--- src/rtl/lsu_ecc_scrub.sv ---
// lsu_ecc_scrub
//   Multi-bank SEC-DED check, correction and scrub stage for the DCCM read
//   path. Each enabled bank word is decoded combinationally. Corrected data
//   and per-bank error flags are registered, so they appear one cycle after
//   the read. Every corrected single-bit error is queued as a write-back
//   request toward the DCCM write arbiter. Saturating error counters are kept
//   for the TLU.
//
//   Code: extended Hamming. Check bit k (k < ECC_WIDTH-1) sits at codeword
//   position 2^k. Data bits fill the remaining positions in ascending order,
//   starting at position 3. The top check bit is overall parity over data
//   and the other check bits. For DATA_WIDTH=32 this matches rvecc encode.
//
// Ports
//   clk, rst          core clock, synchronous active-high reset
//   rd_valid          read data valid this cycle
//   rd_addr           row address of the read
//   rd_bank_en        banks participating in the read
//   rd_data, rd_ecc   raw bank words and stored check bits, bank b at slice b
//   ecc_disable       bypass: raw data, no flags, no counts, no pushes
//   detect_only       flag errors, but do not correct or enqueue
//   out_valid         registered rd_valid
//   out_data          registered corrected (or raw) data
//   single_err        registered correctable-error flag per bank
//   double_err        registered uncorrectable-error flag per bank
//   any_single        OR-reduction of single_err
//   any_double        OR-reduction of double_err
//   scrub_*           scrub queue head (valid/ready), ecc re-encoded from data
//   scrub_overflow    sticky: at least one scrub push was dropped
//   single_cnt        saturating count of correctable errors
//   double_cnt        saturating count of uncorrectable errors
//   cnt_clr           clear counters and scrub_overflow
//
// Scrub handshake: an entry transfers on any rising edge where
// scrub_valid & scrub_ready are both high. scrub_valid never depends on
// scrub_ready. While scrub_valid is high and scrub_ready is low, the head
// entry and every scrub_* output hold steady. New pushes go to the tail only.
module lsu_ecc_scrub #(
    parameter int NUM_BANKS  = 2,
    parameter int DATA_WIDTH = 32,
    parameter int ECC_WIDTH  = 7,
    parameter int ADDR_WIDTH = 16,
    parameter int QDEPTH     = 4,
    parameter int CNT_WIDTH  = 16,
    localparam int BANK_W    = (NUM_BANKS > 1) ? $clog2(NUM_BANKS) : 1
) (
    input  logic                            clk,
    input  logic                            rst,
    input  logic                            rd_valid,
    input  logic [ADDR_WIDTH-1:0]           rd_addr,
    input  logic [NUM_BANKS-1:0]            rd_bank_en,
    input  logic [NUM_BANKS*DATA_WIDTH-1:0] rd_data,
    input  logic [NUM_BANKS*ECC_WIDTH-1:0]  rd_ecc,
    input  logic                            ecc_disable,
    input  logic                            detect_only,
    output logic                            out_valid,
    output logic [NUM_BANKS*DATA_WIDTH-1:0] out_data,
    output logic [NUM_BANKS-1:0]            single_err,
    output logic [NUM_BANKS-1:0]            double_err,
    output logic                            any_single,
    output logic                            any_double,
    output logic                            scrub_valid,
    input  logic                            scrub_ready,
    output logic [ADDR_WIDTH-1:0]           scrub_addr,
    output logic [BANK_W-1:0]               scrub_bank,
    output logic [DATA_WIDTH-1:0]           scrub_data,
    output logic [ECC_WIDTH-1:0]            scrub_ecc,
    output logic                            scrub_overflow,
    output logic [CNT_WIDTH-1:0]            single_cnt,
    output logic [CNT_WIDTH-1:0]            double_cnt,
    input  logic                            cnt_clr
);

    localparam int P      = ECC_WIDTH - 1;       // Hamming check bits, excluding overall parity
    localparam int CW_LEN = DATA_WIDTH + P;      // highest valid codeword position
    localparam int QW     = $clog2(QDEPTH);
    localparam int SUMW   = CNT_WIDTH + 4;       // headroom for adding up to 8 flags

    localparam logic [P-1:0]         CW_LAST = P'(CW_LEN);
    localparam logic [CNT_WIDTH-1:0] CNT_MAX = '1;
    localparam logic [QW:0]          Q_FULL  = (QW + 1)'(QDEPTH);

    // Return the codeword position of each data bit (all non-power-of-two positions).
    function automatic logic [DATA_WIDTH-1:0][P-1:0] build_pos();
        logic [DATA_WIDTH-1:0][P-1:0] t;
        int n;
        t = '0;
        n = 0;
        for (int p = 3; p <= CW_LEN; p++) begin
            if (((p & (p - 1)) != 0) && (n < DATA_WIDTH)) begin
                t[n] = P'(p);
                n    = n + 1;
            end
        end
        return t;
    endfunction

    // Select, for each check bit k, the data bits whose position has bit k set.
    function automatic logic [P-1:0][DATA_WIDTH-1:0] build_masks(
        input logic [DATA_WIDTH-1:0][P-1:0] pos
    );
        logic [P-1:0][DATA_WIDTH-1:0] m;
        m = '0;
        for (int i = 0; i < DATA_WIDTH; i++) begin
            for (int k = 0; k < P; k++) begin
                m[k][i] = pos[i][k];
            end
        end
        return m;
    endfunction

    localparam logic [DATA_WIDTH-1:0][P-1:0] DATA_POS = build_pos();
    localparam logic [P-1:0][DATA_WIDTH-1:0] CHK_MASK = build_masks(DATA_POS);

    function automatic logic [P-1:0] check_bits(input logic [DATA_WIDTH-1:0] d);
        logic [P-1:0] c;
        for (int k = 0; k < P; k++) begin
            c[k] = ^(d & CHK_MASK[k]);
        end
        return c;
    endfunction

    function automatic logic [ECC_WIDTH-1:0] ecc_encode(input logic [DATA_WIDTH-1:0] d);
        logic [P-1:0] c;
        c = check_bits(d);
        return {(^d) ^ (^c), c};
    endfunction

    // ---------------------------------------------------------------- decode
    logic [NUM_BANKS*DATA_WIDTH-1:0] data_d;
    logic [NUM_BANKS-1:0]            sgl_d;
    logic [NUM_BANKS-1:0]            dbl_d;
    logic [NUM_BANKS-1:0]            push_d;

    for (genvar b = 0; b < NUM_BANKS; b++) begin : g_bank
        logic [DATA_WIDTH-1:0] raw;
        logic [DATA_WIDTH-1:0] fixed;
        logic [ECC_WIDTH-1:0]  ecc_in;
        logic [P-1:0]          syn;
        logic                  chk;
        logic                  pm;
        logic                  in_range;
        logic                  sgl;

        assign raw      = rd_data[b*DATA_WIDTH +: DATA_WIDTH];
        assign ecc_in   = rd_ecc[b*ECC_WIDTH +: ECC_WIDTH];
        assign syn      = ecc_in[P-1:0] ^ check_bits(raw);
        assign pm       = (^raw) ^ (^ecc_in);
        assign in_range = (syn <= CW_LAST);
        assign chk      = rd_valid & rd_bank_en[b] & ~ecc_disable;

        // A parity mismatch with a zero syndrome is an error in the parity bit
        // itself. It still counts as single, and the data is left unchanged.
        assign sgl       = chk & pm & in_range;
        assign sgl_d[b]  = sgl;
        assign dbl_d[b]  = chk & (syn != '0) & (~pm | ~in_range);
        assign push_d[b] = sgl & ~detect_only;

        // A syndrome that points at a check-bit position matches no data bit.
        always_comb begin
            fixed = raw;
            for (int i = 0; i < DATA_WIDTH; i++) begin
                if (syn == DATA_POS[i]) begin
                    fixed[i] = ~raw[i];
                end
            end
        end

        assign data_d[b*DATA_WIDTH +: DATA_WIDTH] = push_d[b] ? fixed : raw;
    end

    // ----------------------------------------------------------- scrub queue
    logic [ADDR_WIDTH-1:0] q_addr [QDEPTH];
    logic [BANK_W-1:0]     q_bank [QDEPTH];
    logic [DATA_WIDTH-1:0] q_data [QDEPTH];
    logic [QW-1:0]         rd_ptr;
    logic [QW-1:0]         wr_ptr;
    logic [QW:0]           q_count;
    logic [QW:0]           free_slots;
    logic [QW:0]           n_acc;
    logic [NUM_BANKS-1:0]  acc;
    logic [QW-1:0]         slot [NUM_BANKS];
    logic                  drop;
    logic                  pop;

    assign scrub_valid = (q_count != '0);
    assign pop         = scrub_valid & scrub_ready;

    // Free space is measured before this cycle's pop, so a same-cycle pop
    // never makes room for a push.
    always_comb begin
        free_slots = Q_FULL - q_count;
        n_acc      = '0;
        drop       = 1'b0;
        for (int b = 0; b < NUM_BANKS; b++) begin
            acc[b]  = 1'b0;
            slot[b] = '0;
            if (push_d[b]) begin
                if (n_acc < free_slots) begin
                    acc[b]  = 1'b1;
                    slot[b] = wr_ptr + n_acc[QW-1:0];
                    n_acc   = n_acc + (QW + 1)'(1);
                end else begin
                    drop = 1'b1;
                end
            end
        end
    end

    always_ff @(posedge clk) begin
        for (int b = 0; b < NUM_BANKS; b++) begin
            if (acc[b]) begin
                q_addr[slot[b]] <= rd_addr;
                q_bank[slot[b]] <= BANK_W'(b);
                q_data[slot[b]] <= data_d[b*DATA_WIDTH +: DATA_WIDTH];
            end
        end
    end

    always_ff @(posedge clk) begin
        if (rst) begin
            rd_ptr  <= '0;
            wr_ptr  <= '0;
            q_count <= '0;
        end else begin
            rd_ptr  <= rd_ptr + QW'(pop);
            wr_ptr  <= wr_ptr + n_acc[QW-1:0];
            q_count <= q_count + n_acc - (QW + 1)'(pop);
        end
    end

    assign scrub_addr = scrub_valid ? q_addr[rd_ptr] : '0;
    assign scrub_bank = scrub_valid ? q_bank[rd_ptr] : '0;
    assign scrub_data = scrub_valid ? q_data[rd_ptr] : '0;
    assign scrub_ecc  = ecc_encode(scrub_data);

    // -------------------------------------------------------------- counters
    logic [SUMW-1:0]      s_sum;
    logic [SUMW-1:0]      d_sum;
    logic [CNT_WIDTH-1:0] s_next;
    logic [CNT_WIDTH-1:0] d_next;

    always_comb begin
        s_sum  = SUMW'(single_cnt) + SUMW'($countones(sgl_d));
        d_sum  = SUMW'(double_cnt) + SUMW'($countones(dbl_d));
        s_next = (s_sum > SUMW'(CNT_MAX)) ? CNT_MAX : s_sum[CNT_WIDTH-1:0];
        d_next = (d_sum > SUMW'(CNT_MAX)) ? CNT_MAX : d_sum[CNT_WIDTH-1:0];
    end

    // ---------------------------------------------------- registered outputs
    always_ff @(posedge clk) begin
        if (rst) begin
            out_valid      <= 1'b0;
            out_data       <= '0;
            single_err     <= '0;
            double_err     <= '0;
            any_single     <= 1'b0;
            any_double     <= 1'b0;
            single_cnt     <= '0;
            double_cnt     <= '0;
            scrub_overflow <= 1'b0;
        end else begin
            out_valid  <= rd_valid;
            out_data   <= data_d;
            single_err <= sgl_d;
            double_err <= dbl_d;
            any_single <= |sgl_d;
            any_double <= |dbl_d;
            // Clearing wins: increments and drops from the same cycle are lost.
            if (cnt_clr) begin
                single_cnt     <= '0;
                double_cnt     <= '0;
                scrub_overflow <= 1'b0;
            end else begin
                single_cnt <= s_next;
                double_cnt <= d_next;
                if (drop) begin
                    scrub_overflow <= 1'b1;
                end
            end
        end
    end

endmodule

--- config.mk ---
export PLATFORM = sky130hd
export DESIGN_NAME = lsu_ecc_scrub
export DESIGN_NICKNAME = d
export VERILOG_FILES = /design/src/rtl/lsu_ecc_scrub.sv
export SDC_FILE = /design/constraint.sdc
export NUM_CORES = 1
export LEC_CHECK = 0
export BUFFER_PORTS_ARGS = -buffer_cell sky130_fd_sc_hd__buf_2
export CORE_UTILIZATION = 45
export DETAILED_ROUTE_END_ITERATION = 16
export PLACE_DENSITY_LB_ADDON = 0.08
export SYNTH_ARGS = -nofsm -noshare
export SYNTH_HDL_FRONTEND = slang
export SYNTH_SLANG_ARGS = --single-unit
export TNS_END_PERCENT = 30
--- constraint.sdc ---
create_clock -name clk -period 11.96 [get_ports clk]
set_clock_uncertainty 0.1 [all_clocks]
set_input_delay 2.99 -clock clk [delete_from_list [all_inputs] [get_ports clk]]
set_output_delay 2.99 -clock clk [all_outputs]
set_load 0.02 [all_outputs]
==> impl_results.md, run 1 <==
- FF-to-FF setup slack: 7.61 ns
- Largest area contributor in the netlist: edfxtp_1
- Period utilization: 65.0%
- CTS resizes: 0
- Endpoint type of the worst setup path: register
- FF-to-FF End: q_data[3][9]
- Vias in the first global route: 11300
- Share of layout cells above drive strength 1: 25.4%
- Post-synth ARST share: 0%
- Die span in x: 195 um
- Starting Density: 45.7%
- H-tree level count: 2
- Largest net degree at the start of global routing: 80
- Fillers: 3190
- Worst hold slack: 0.357 ns
- Reg power frac: 27.8%
- Total negative slack: 0 ns
- Commonest cells post-synth: 210 x xnor2_1, 192 x edfxtp_1, 136 x mux2i_1, 136 x nor2_1, 115 x dfxtp_1
- R2R depth: 11
- Area delta synth->final: 16.3%
- Post-synth EDFFs: 192
- Reg2Reg Launch Point: q_count[0]
- Via density: 5.35
- Clock transition at path regs: 0.06 ns
- Total track usage: 25.0%
- Reg area: 8080 um^2
- Post-route ant nets: 0
- Critical path type: input pin to register
- Ranking of synthesized cells by area: edfxtp_1 35%, dfxtp_1 14%, xnor2_1 11%, mux2i_1 8.2%, mux4_2 7.0%
- DP HPWL: 34400 um
- Sw frac: 39.3%
- DRC viols: 0
- Worst-Skew Late Latency: 0.52 ns
- Synth top area share: 34.6%
- Worst Path Arrival: 7.90 ns
- I/O Buffers: 263
- Switching pwr: 1.73 mW
- Status: complete, no violations
- Max Freq: 129 MHz
- Fin. max-slew vios: 0
- Initial drt markers: 705
- WL/cell: 22.7 um
- Crit path max fanout: 34
- Pwr per Cell Area: 227 nW/um^2
- I/O pins: 264
- Die ar.: 37800 um^2
- Hold Buf Count CTS: 0
- Multi-input gate area: 8190 um^2
- Top-count cell post-synth: xnor2_1
- Syn_nets: 1432
- Netlist cell types: 68
- Num rows: 70
- TritonCTS clock tree: built
- Worst Max-Slew Pin Slew: 0.995 ns
- CP Launch Type: input pin
- Sequential area share after synthesis: 48.4%
- RSZ-0062 raised after global routing: false
- 1st-pass router iterations: 5
- Ys Warns: 0
- Initial antenna violation count: 1
- First-pass GRT wire length: 70700 um
- Post-Synthesis Cells: 1315
- Nets: 1688
- Comb pwr share: 48.8%
- Total gr overflow: 0
- Die height: 195 um
- Mapped cell area: 16700 um^2
- Finished Core Util: 53.1%
- Routability Congestion: 0.934
- Post-CTS Setup Bufs: 0
- Final Hold Vio Count: 0
- Int Pwr: 2.67 mW
- HP Class: register to register
- Max-cap violations: 0
- Clock buffer depth: 3
- Core Area: 36500 um^2
- Clk sinks: 307
- Num CTS Buffers: 34
- Final setup vio count: 0
- Post-Route WL: 46900 um
- Root Driver: clkbuf_16
- Synth Register Bits: 307
- Synth Flop Type: edfxtp_1
- Clock Power Share: 23.4%
- Routed vias: 11100
- Peak VDD IR: 0.000287 V
- Worst setup startpoint: rd_data[15]
- ANT cells: 0
- Leak Pwr: 7.58 nW
- Critical Path RT: 12.08 ns
- Relative slew slack: 33.2%
- Crit path to: q_data[3][9]
- Avg Inst Size Synth: 12.7 um^2
- Post-layout min period: 7.78 ns
==> worst min-delay path by stage <==
stage,from,cells after the start,endpoint,slack [ns]
2_1_floorplan,q_bank[3],1,q_bank[3],0.32
3_3_place_gp,q_bank[0],1,q_bank[0],0.33
3_5_place_dp,q_bank[0],1,q_bank[0],0.34
4_1_cts,q_bank[0],1,q_bank[0],0.36
5_1_grt,q_bank[0],1,q_bank[0],0.37
6_report,q_bank[0],1,q_bank[0],0.36
==> layout by cell type (no fill, tap or decap), types with 25 or more instances in the layout <==
| master | instances |
|---|---|
| and2_1 | 52 |
| dfxtp_1 | 113 |
| xnor2_1 | 210 |
| a21oi_1 | 34 |
| nand3_1 | 27 |
| xnor3_1 | 25 |
| edfxtp_1 | 192 |
| mux4_2 | 52 |
| xor2_1 | 66 |
| nor2_1 | 136 |
| nand2_1 | 44 |
| nor3_1 | 26 |
| buf_2 | 263 |
| mux2i_1 | 136 |
| clkbuf_16 | 35 |
==> layout make-up <==
cell class	instances	area share, %
Timing Repair Buffer	273	7.17
Tap cell	468	3.02
Clock buffer	46	4.85
Inverter	22	0.425
Clock inverter	15	0.728
Multi-Input combinational cell	933	42.2
Sequential cell	307	41.6
==> worst max-delay path, cell delays in order <==
cell and delay (ns):
buf_2 0.13, xnor2_1 0.37, xnor2_1 0.23, xnor3_1 0.47, xnor2_1 0.45, a32oi_1 0.32, o211ai_4 0.33, a21oi_2 0.12
ha_1 0.21, xnor2_1 0.54, nand4b_2 0.25, buf_4 0.53, nand2_2 0.49, buf_4 0.44
==> metrics by stage <==
stage / std cells / cell area (um^2) / setup slack [ns] / total power [mW]
2_1_floorplan: 1315 / 16700 / 2.19 / 2.84
3_3_place_gp: 2003 / 18300 / 3.71 / 3.40
3_5_place_dp: 2003 / 18300 / 3.67 / 3.40
4_1_cts: 2064 / 19400 / 4.13 / 4.44
5_1_grt: 2064 / 19400 / 3.87 / 4.64
6_report: 2064 / 19400 / 4.18 / 4.40
==> power by group through the flow <==
stage / Clock [mW] / Combinational, mW / Sequential (mW)
global route: 1.09 / 2.31 / 1.23
detailed placement: 0 / 2.15 / 1.25
CTS: 1.05 / 2.16 / 1.23
finish: 1.03 / 2.15 / 1.23
floorplan: 0 / 1.59 / 1.24
global placement: 0 / 2.15 / 1.25
==> per-layer routing <==
layer  track usage [%]  vias to the layer above  routed length, um
met5                 0                        -                  0
met4              6.41                        0                910
met3              5.81                       56               3480
met2              39.3                      351              21400
met1              34.7                     5458              21100
li1                  -                     5185                  -
==> kinds of logic (layout without fill, tap and decap cells) <==
logic type,count (synthesis),in the layout,share of synthesized area [%]
compound gates,68,68,2.75
flops,307,307,48.4
simple gates,350,350,10.5
fa+ha+maj,15,15,1.24
mux,188,188,15.2
buf+inv,75,356,2.73
xor+xnor,312,312,19.3
==> registers in the layout, summed over array words and instances (netlist names), 3 cells and up <==
register	flops
double_cnt	16
q_bank	4
q_data	128
single_cnt	16
q_count	3
q_addr	64
out_data	64
No activity file was read; power rests on OpenSTA's default activity.
==> run 2, diff against run 1 <==
--- a/config.mk
+++ b/config.mk
@@ -5,6 +5,7 @@
 export SDC_FILE = /design/constraint.sdc
 export NUM_CORES = 1
 export LEC_CHECK = 0
+export ABC_AREA = 1
 export BUFFER_PORTS_ARGS = -buffer_cell sky130_fd_sc_hd__buf_2
 export CORE_UTILIZATION = 45
 export DETAILED_ROUTE_END_ITERATION = 16
==> constraint.sdc (replaced) <==
create_clock -name clk -period 6.5 [get_ports clk]
set_clock_uncertainty 0.1 [all_clocks]
set_input_delay 1.625 -clock clk [delete_from_list [all_inputs] [get_ports clk]]
set_output_delay 1.625 -clock clk [all_outputs]
set_load 0.02 [all_outputs]
==> run 2 against run 1 <==
Clock power up 100%. Critical path depth increased by 9. Sequential power rose by 79%. Synthesized area grew 17%. Worst hold slack gained 0.0010 ns. Via count is 66% higher. Combinational power rose by 140%. Non-clock buffer count rose by 26. Design area is 16% higher. Global-route usage grew 3.4 points. Critical endpoint is now scrub_ecc[6]. Largest cell class unchanged.
==> impl_results.md, run 2 <==
- DP HPWL: 45600 um (+33%)
- Status: complete, no violations
- Total track usage: 28.3% (+3.4 points)
- Post-layout min period: 5.80 ns
- Total negative slack: 0 ns (unchanged)
- Nets: 3066 (+82%)
- ANT cells: 0 (unchanged)
- Num rows: 75 (+7.1%)
- Hold Buf Count CTS: 0 (unchanged)
- FF-to-FF setup slack: 2.76 ns (-4.85 ns)
- Hold wc startpoint: q_bank[0]
- CP Launch Type: register
- Syn_nets: 2856 (+99%)
- Via density: 5.15 (-3.8%)
- Period utilization: 89.2%
- Final Hold Vio Count: 0 (unchanged)
- R2R depth: 14 (+3)
- I/O Buffers: 263 (unchanged)
- Post-synth EDFFs: 192 (unchanged)
- Root Driver: clkbuf_16
- Leak Pwr: 10.9 nW (+44%)
- Max Freq: 172 MHz
- Synth Register Bits: 307 (unchanged)
- Pwr per Cell Area: 419 nW/um^2 (+85%)
- Post-route ant nets: 0 (unchanged)
- Commonest non-fill, non-tap cell in the layout: nand2_1
- Fillers: 4197 (+32%)
- Commonest cells post-synth: 1038 x nand2_1, 286 x nand3_1, 244 x inv_1
- Top-count cell post-synth: nand2_1
- Critical Path RT: 4.78 ns (-7.30 ns)
- Max-cap violations: 0 (unchanged)
- Clock buffer depth: 3 (unchanged)
- Die ar.: 44100 um^2 (+17%)
- Avg Inst Size Synth: 7.11 um^2 (-44%)
- Netlist cell types: 39 (-43%)
- DP Worst Slack: 0.345 ns (-3.32 ns)
- FF-to-FF End: q_data[0][10]
- Most frequent cells in the layout: 1036 x nand2_1, 286 x nand3_1, 263 x buf_2
- Multi-input gate area: 9770 um^2 (+19%)
- Post-Synthesis Cells: 2739 (+110%)
- Initial antenna violation count: 0 (-1)
- Hold Path End: q_bank[0]
- Post-synth ARST share: 0% (unchanged)
- Final Instance Count excl. Fillers: 3553 (+72%)
- Final setup vio count: 0 (unchanged)
- Placed cells: 3488 (+74%)
- Total gr overflow: 0 (unchanged)
- H-tree level count: 2 (unchanged)
- Routed vias: 18300 (+66%)
- Sequential area share after synthesis: 41.4% (-6.9 points)
- Worst Path Arrival: 4.08 ns (-3.82 ns)
- WL/cell: 17.5 um (-23%)
- Clk sinks: 307 (unchanged)
- Finished Core Util: 53.0% (-0.16 points)
- Endpoint type of the worst setup path: output pin
- Core Area: 42300 um^2 (+16%)
- 1st-pass router iterations: 6 (+1)
- Clock transition at path regs: 0.06 ns (about the same)
- Worst Max-Slew Pin Slew: 1.02 ns (+0.0255 ns)
- Die height: 210 um (+7.9%)
- Ranking of synthesized cells by area: edfxtp_1 30%, nand2_1 20%, dfxtp_1 12%, nand3_1 7.4%, xor2_1 4.7%
- Fin. max-slew vios: 0 (unchanged)
- Largest net degree at the start of global routing: 79 (-1.3%)
- Mapped cell area: 19500 um^2 (+17%)
- CTS resizes: 0 (unchanged)
- DRC viols: 0 (unchanged)
- I/O pins: 264 (unchanged)
- Worst-Skew Late Latency: 0.55 ns (+0.03 ns)
- Max FFs per register: 128 (unchanged)
- Post-CTS Setup Bufs: 0 (unchanged)
- Initial drt markers: 1368 (+94%)
- Hold Path Stages: 2 (+1)
- Starting Density: 46.0% (+0.32 points)
- Relative slew slack: 31.9% (-1.2 points)
- Largest area contributor in the netlist: edfxtp_1
- Post-route setup slack: 0.699 ns (-3.48 ns)
- Num CTS Buffers: 36 (+5.9%)
- Reg area: 8070 um^2 (about the same)
- Area delta synth->final: 15.2%
- First-pass GRT wire length: 96300 um (+36%)
- Post-Route WL: 62300 um (+33%)
- Reg2Reg Launch Point: q_count[0]
- Die span in x: 210 um (+7.9%)
- Vias in the first global route: 17200 (+52%)
- Synth Flop Type: edfxtp_1
- Ys Warns: 0 (unchanged)
- TritonCTS clock tree: built
- HP Class: register to register
- Synth top area share: 29.6% (-4.9 points)
- Share of layout cells above drive strength 1: 14.1% (-11 points)
- RSZ-0062 raised after global routing: false
- Critical path type: register to output pin
- Peak VDD IR: 0.00108 V (+280%)
- Routability Congestion: 0.923 (-1.2%)
- Crit path max fanout: 35 (+2.9%)
## run 2: cell type report
class,instances,area share [%]
tap,577,3.22
clock inverter,19,1.02
clock buffer,46,4.51
timing repair buffer,299,7.35
inverter,258,4.32
multi-input combinational,2047,43.6
sequential,307,36.0
## run 2: how the worst max path moves through the flow
stage,startpoint,end,slack (ns)
global route,q_count[1],scrub_ecc[6],0.32
detailed placement,rd_data[10],q_data[0][10],0.35
global placement,rd_data[10],q_data[0][1],0.45
CTS,rd_ptr[0],scrub_ecc[6],0.69
floorplan,rd_data[10],q_addr[2][0],0.06
finish,rd_ptr[0],scrub_ecc[6],0.70
## run 2: per-layer routing
metal / track usage (%) / part of all wire [%] / vias up
met5: 0 / 0 / -
met4: 10.1 / 3.3 / 0
met3: 4.56 / 6.5 / 97
met2: 46.4 / 45 / 581
met1: 38.0 / 45 / 8487
li1: - / - / 9127
## run 2: worst max-delay path, cell delays in order, from the launching register on
cell and delay (ns):
dfxtp_2 0.78, buf_4 0.46, nand2_1 0.09, nand3_1 0.09
nand2_1 0.14, nor2_1 0.39, xnor2_1 0.29, nand2_1 0.13
nand2_1 0.09, nand2_1 0.06, nand2_1 0.06, nand2_1 0.04
nand2_1 0.12, inv_1 0.07, nand2_1 0.06, nand2_1 0.06
nand2_1 0.08, nand2_1 0.06, nand2_1 0.05, nand2_1 0.06
inv_1 0.05, nand2_1 0.04, nand2_1 0.05, buf_2 0.16
## run 2: per-stage QoR
step	hold WS, ns	area, um^2	total power, mW
floorplan	0.320	19500	5.97
global placement	0.339	21200	7.24
detailed placement	0.349	21200	7.35
CTS	0.357	22400	9.47
global route	0.380	22400	10.1
finish	0.358	22400	9.40
## run 2: logic make-up (layout without fill, tap and decap cells)
group,Yosys count,count (layout),share of synthesized area [%]
and+or+nand+nor,1624,1624,34.8
buffers and inverters,385,622,8.53
DFF,307,307,41.4
AOI/OAI and AO/OA,230,230,6.17
xor gates and xnor gates,179,179,8.05
adders and majority gates,14,14,1.02
## run 2: report_power, final
group	switching [mW]	total (mW)	internal, mW	leakage [nW]
Clock	0.854	2.09	1.24	0.590
Sequential	0.0535	2.20	2.15	2.67
Combinational	3.46	5.10	1.64	7.64
Total	4.37	9.40	5.02	10.9
